==> config.mk <==
export PLATFORM = sky130hd
export DESIGN_NAME = fifo_arb_ctrl
export DESIGN_NICKNAME = d
export VERILOG_FILES = /design/src/rtl/fifo_arb_pkg.sv /design/src/rtl/fifo_arb_ctrl_rr_arbiter.sv /design/src/rtl/fifo_arb_ctrl.sv
export SDC_FILE = /design/constraint.sdc
export NUM_CORES = 1
export LEC_CHECK = 0
export BUFFER_PORTS_ARGS = -buffer_cell sky130_fd_sc_hd__buf_4
export CORE_MARGIN = 1.5
export CORE_UTILIZATION = 43
export CTS_CLUSTER_SIZE = 14
export DETAILED_ROUTE_END_ITERATION = 12
export PLACE_DENSITY_LB_ADDON = 0.1
export SYNTH_ARGS = -nofsm -noshare
export SYNTH_HDL_FRONTEND = slang
export SYNTH_HIERARCHICAL = 1
export SYNTH_SLANG_ARGS = --single-unit
==> constraint.sdc <==
create_clock -name clk -period 6.79 [get_ports clk]
set_input_delay 0.679 -clock clk [delete_from_list [all_inputs] [get_ports clk]]
set_output_delay 0.679 -clock clk [all_outputs]
set_load 0.02 [all_outputs]
==> src/rtl/fifo_arb_pkg.sv <==
// Shared state type and sizing helpers for the fifo_arb_ctrl write arbiter
// and read sequencer; the defaults match the fifo_mem instances it fronts.
package fifo_arb_pkg;
  localparam int DW_DEFAULT    = 8;
  localparam int DEPTH_DEFAULT = 16;

  typedef enum logic {
    IDLE  = 1'b0,
    GRANT = 1'b1
  } arb_state_t;

  function automatic int level_w(input int depth);
    return $clog2(depth) + 1;
  endfunction

  function automatic int idx_w(input int nreq);
    return (nreq < 2) ? 1 : $clog2(nreq);
  endfunction

  localparam int LEVEL_W = level_w(DEPTH_DEFAULT);
  localparam int IDX_W   = idx_w(2);
endpackage

==> src/rtl/fifo_arb_ctrl_rr_arbiter.sv <==
// Combinational round-robin pick: the first requester at or after rr_ptr,
// wrapping modulo NREQ.
module rr_arbiter
  import fifo_arb_pkg::*;
#(
  parameter int NREQ = 2,
  parameter int IW   = 1
) (
  input  logic [NREQ-1:0] req,
  input  logic [IW-1:0]   rr_ptr,
  output logic [IW-1:0]   idx,
  output logic            any
);

  int cand;

  always_comb begin
    idx  = '0;
    any  = 1'b0;
    cand = 0;
    // Scan farthest-first so the requester nearest rr_ptr is the last write.
    for (int off = NREQ - 1; off >= 0; off--) begin
      cand = (int'(rr_ptr) + off) % NREQ;
      if (req[IW'(cand)]) begin
        idx = IW'(cand);
        any = 1'b1;
      end
    end
  end

endmodule

==> src/rtl/fifo_arb_ctrl.sv <==
// Write-port arbiter with bounded round-robin bursts, valid/ready drain and
// an occupancy cross-check against the fifo_mem flags.
//   state | meaning
//   IDLE  | sample requests, pick next owner, no grant
//   GRANT | owner writes up to BURST beats, stalls while fifo_full
module fifo_arb_ctrl
  import fifo_arb_pkg::*;
#(
  parameter int NREQ  = 2,
  parameter int DW    = DW_DEFAULT,
  parameter int DEPTH = DEPTH_DEFAULT,
  parameter int BURST = 4
) (
  input  logic                      clk,
  input  logic                      rst,
  input  logic [NREQ-1:0]           req,
  input  logic [NREQ*DW-1:0]        req_data,
  output logic [NREQ-1:0]           gnt,
  output logic                      fifo_rst_n,
  output logic                      fifo_wr,
  output logic [DW-1:0]             fifo_din,
  output logic                      fifo_rd,
  input  logic [DW-1:0]             fifo_dout,
  input  logic                      fifo_full,
  input  logic                      fifo_empty,
  input  logic                      fifo_overflow,
  input  logic                      fifo_underflow,
  output logic                      out_valid,
  output logic [DW-1:0]             out_data,
  input  logic                      out_ready,
  output logic [level_w(DEPTH)-1:0] level,
  output logic                      err
);

  localparam int LW = level_w(DEPTH);
  localparam int IW = idx_w(NREQ);
  localparam int BW = $clog2(BURST + 1);

  arb_state_t    state;
  logic [IW-1:0] rr_ptr;
  logic [IW-1:0] owner;
  logic [IW-1:0] next_ptr;
  logic [IW-1:0] arb_idx;
  logic [BW-1:0] beat_cnt;
  logic          arb_any;
  logic          owner_req;
  logic          beat_ok;
  logic          last_beat;
  logic          burst_done;
  logic          flag_mismatch;

  rr_arbiter #(
    .NREQ (NREQ),
    .IW   (IW)
  ) u_rr_arbiter (
    .req    (req),
    .rr_ptr (rr_ptr),
    .idx    (arb_idx),
    .any    (arb_any)
  );

  // A reset cycle must not push a beat the FIFO is about to discard.
  assign owner_req  = req[owner];
  assign beat_ok    = !rst && (state == GRANT) && owner_req && !fifo_full
                      && (beat_cnt < BW'(BURST));
  assign last_beat  = beat_ok && (beat_cnt == BW'(BURST - 1));
  assign burst_done = last_beat || !owner_req;
  assign next_ptr   = (owner == IW'(NREQ - 1)) ? '0 : owner + IW'(1);

  assign fifo_rst_n = ~rst;
  assign fifo_wr    = beat_ok;
  assign fifo_din   = req_data[int'(owner)*DW +: DW];

  always_comb begin
    gnt        = '0;
    gnt[owner] = beat_ok;
  end

  assign out_valid = ~fifo_empty;
  assign out_data  = fifo_dout;
  assign fifo_rd   = out_valid & out_ready;

  always_ff @(posedge clk) begin
    if (rst) begin
      state    <= IDLE;
      rr_ptr   <= '0;
      owner    <= '0;
      beat_cnt <= '0;
    end else begin
      case (state)
        IDLE: begin
          if (arb_any) begin
            owner    <= arb_idx;
            beat_cnt <= '0;
            state    <= GRANT;
          end
        end
        GRANT: begin
          if (beat_ok) beat_cnt <= beat_cnt + BW'(1);
          if (burst_done) begin
            rr_ptr <= next_ptr;
            state  <= IDLE;
          end
        end
        default: state <= IDLE;
      endcase
    end
  end

  always_ff @(posedge clk) begin
    if (rst) begin
      level <= '0;
    end else if (fifo_wr && !fifo_rd) begin
      level <= level + LW'(1);
    end else if (fifo_rd && !fifo_wr) begin
      level <= level - LW'(1);
    end
  end

  assign flag_mismatch = ((level == LW'(DEPTH)) != fifo_full)
                       || ((level == '0) != fifo_empty);

  always_ff @(posedge clk) begin
    if (rst) begin
      err <= 1'b0;
    end else if (fifo_overflow || fifo_underflow || flag_mismatch) begin
      err <= 1'b1;
    end
  end

endmodule

==> flow_summary_export.csv <==
group,metric,value,unit
outcome,status,"finished, final reports clean",
clock_tree,ctsRootBufferMaster,"clkbuf_4",
clock_tree,ctsResizeCount,0,
placed_design,dp.cells,158,
power,power_frac_seq,39.4,%
detailed_routing,drcViolationCount,0,
global_routing,grt_usage,18.0,%
power,power,0.000207,W
sta,finClkSkew,4.02,ps
clock_tree,cts_inserted_buffers,3,
placed_design,hpwl,1530,um
detailed_routing,viasPerCell,5.14,
setup_path,crit_slowest_cell,"or4b_4",
power,combPwrFrac,32.5,%
sta,setup_viol,0,
setup_path,cp-start-kind,"primary input",
floorplanning,fp.dieH,48.0,um
setup_path,crit_top_cell,"ha_1",
clock_tree,clk_latency,270,ps
clock_tree,post_cts_buffers,0,
clock_tree,hold_buffers,0,
detailed_routing,num_vias,833,
power,clkPwrFrac,28.1,%
synthesis,netlist_instances,99,
setup_path,path_class,"in2reg",
floorplanning,coreArea,1940,um^2
placed_design,portBuffers,44,
detailed_routing,final_antenna_net_count,0,
setup_path,worstPathCellList,"buf_4, or4b_4, nor2_4, ha_1, inv_1, ha_1, a21oi_1, a211oi_1, a31oi_1, mux2_1",
sta,worst_pin_slew,528,ps
clock_tree,cts_max_path_buffers,2,
detailed_routing,wl_per_cell,11.8,um
power,switchingPower,0.0000647,W
global_routing,gr-total-overflow,0,
detailed_routing,drt_wl_total,1910,um
power,power_leakage,0.557,nW
power,p_per_area,174,nW/um^2
floorplanning,start_util,44.8,%
floorplanning,placementRows,16,
synthesis,syn_nets,139,
min_path,hold_class,"reg2reg",
cells_and_area,syn_to_final_growth,36.8,%
sta,fmax,358,MHz
sta,min_period_over_period,41.2,%
synthesis,synthDistinctLibCells,34,
power,p_int,0.000143,W
clock_tree,cts_tree,"yes",
setup_path,worstPathRequired,6960,ps
cells_and_area,layout_commonest_cell,"buf_4",
synthesis,yosys_warnings,6,
setup_path,max_stage_delay,540,ps
sta,finalSetupTns,0,ps
cells_and_area,fin_cells,162,
cells_and_area,final_nets,176,
global_routing,grt_max_degree,15,
synthesis,syn_area,870,um^2
clock_tree,htree_levels,1,
power,switching_share,31.2,%
clock_tree,cts.clk_slew.worst_paths,80,ps
sta,finalHoldViolations,0,
global_routing,grt_pass1_wl,2840,um
clock_tree,cts.sink_count,12,
run,max_cap_viol_count,0,
setup_path,worstPathArrival,2960,ps
synthesis,ys_seq_area_share,27.6,%
sta,maxSlewHeadroom,64.7,%
detailed_routing,drt_iter0_drc,7,
sta,slew_violations,0,
cells_and_area,drive_above_1_share,43.7,%
floorplanning,fp.dieW,48.0,um
setup_path,cp-end-kind,"flop",
detailed_routing,first_pass_iters,4,
placed_design,gp_congestion,0.760,
setup_path,cp_max_fo,14,
cells_and_area,antenna_cells,0,
global_routing,antenna_found_initial,0,
sta,rsz0062_at_grt,"no",
synthesis,ys_ff_latch,12,
floorplanning,boundaryPins,61,
floorplanning,die_area,2300,um^2
sta,finalCriticalPeriod,2800,ps
global_routing,grt_pass1_vias,719,
power,peakVddDrop,105,uV
synthesis,syn_area_per_cell,8.78,um^2
cells_and_area,mostFrequentLayoutCells,"44 x buf_4, 12 x dfxtp_1, 11 x nor2_1",
## registers in the layout, indices dropped and copies added (netlist names)
| name | cells |
|---|---|
| beat_cnt | 3 |
| owner | 1 |
| err | 1 |
| rr_ptr | 1 |
| state | 1 |
| level | 5 |
## routing by layer
layer / wire length [um] / GRT usage, % / share of wire, %
met5: 0 / 0 / 0
met4: 33 / 9.73 / 1.7
met3: 208 / 3.77 / 11
met2: 860 / 30.4 / 45
met1: 809 / 21.1 / 42
## critical path: cells and delay by family
family                     cells  cell delay [ps]
AOI/OAI and AO/OA              3              480
buffers and inverters          2              270
muxes                          1              330
adders and majority gates      2              530
and+or+nand+nor                2              680
## power groups by stage
| stage | Combinational (W) | Sequential [W] | Clock [W] |
|---|---|---|---|
| after detailed placement | 0.0000678 | 0.0000834 | 0 |
| final | 0.0000673 | 0.0000817 | 0.0000583 |
| after global routing | 0.0000741 | 0.0000825 | 0.0000615 |
| after floorplan | 0.0000421 | 0.0000867 | 0 |
| after CTS | 0.0000679 | 0.0000818 | 0.0000596 |
| after global placement | 0.0000665 | 0.0000832 | 0 |
## per-stage QoR
step	cell area, um^2	setup slack (ps)	hold slack [ps]	util, %
finish	1190	3990	488	61.3
global route	1190	3820	519	61.3
CTS	1190	4000	491	61.3
detailed placement	1150	3710	477	59.4
global placement	1150	3780	468	59.4
floorplan	870	3900	443	-
## cell families after synthesis
group                      share of synthesized area [%]
muxes                                               16.7
DFF                                                 27.6
AOI/OAI and AO/OA                                   11.4
buffers and inverters                               11.8
and+or+nand+nor                                     19.6
xor gates and xnor gates                            2.01
adders and majority gates                           10.9
## worst paths after layout
path / slack, ps / depth (start not counted) / startpoint / end
worst max-delay path: 3990 / 10 / rst / level[4]$_SDFFE_PP0P_
worst min-delay path: 490 / 1 / beat_cnt[0]$_SDFFE_PP0P_ / beat_cnt[0]$_SDFFE_PP0P_
worst max register to register: 4030 / 9 / owner$_SDFFE_PP0P_ / level[4]$_SDFFE_PP0P_
worst min register to register: 490 / 1 / beat_cnt[0]$_SDFFE_PP0P_ / beat_cnt[0]$_SDFFE_PP0P_
## cells in the mapped netlist (all sizes together)
cell type / count / area, um^2
dfxtp: 12 / 240
nor2: 12 / 52.6
buf: 10 / 72.6
mux2: 9 / 101
a21oi: 7 / 35.0
ha: 6 / 75.1
inv: 6 / 22.5
nand2: 5 / 18.8
mux2i: 4 / 43.8
nand3: 4 / 20.0
clkbuf: 2 / 7.51
nor3: 2 / 10.0
nor4: 2 / 12.5
o211ai: 2 / 15.0
a211oi: 1 / 7.51
a21o: 1 / 7.51
a311o: 1 / 10.0
a31oi: 1 / 6.26
a41oi: 1 / 8.76
and2: 1 / 6.26
and4b: 1 / 10.0
fa: 1 / 20.0
nand4: 1 / 6.26
nor2b: 1 / 6.26
nor3b: 1 / 7.51
o41ai: 1 / 8.76
or3: 1 / 6.26
or4b: 1 / 13.8
xnor2: 1 / 8.76
xor2: 1 / 8.76
## area by class of cell
| cell class | instances | area (um^2) |
|---|---|---|
| clock buffer | 4 | 36.3 |
| fill | 166 | 752 |
| inverter | 6 | 22.5 |
| multi-input combinational | 69 | 527 |
| sequential | 12 | 240 |
| tap | 27 | 33.8 |
| timing repair buffer | 44 | 330 |
(Power assumes the default switching activity.)
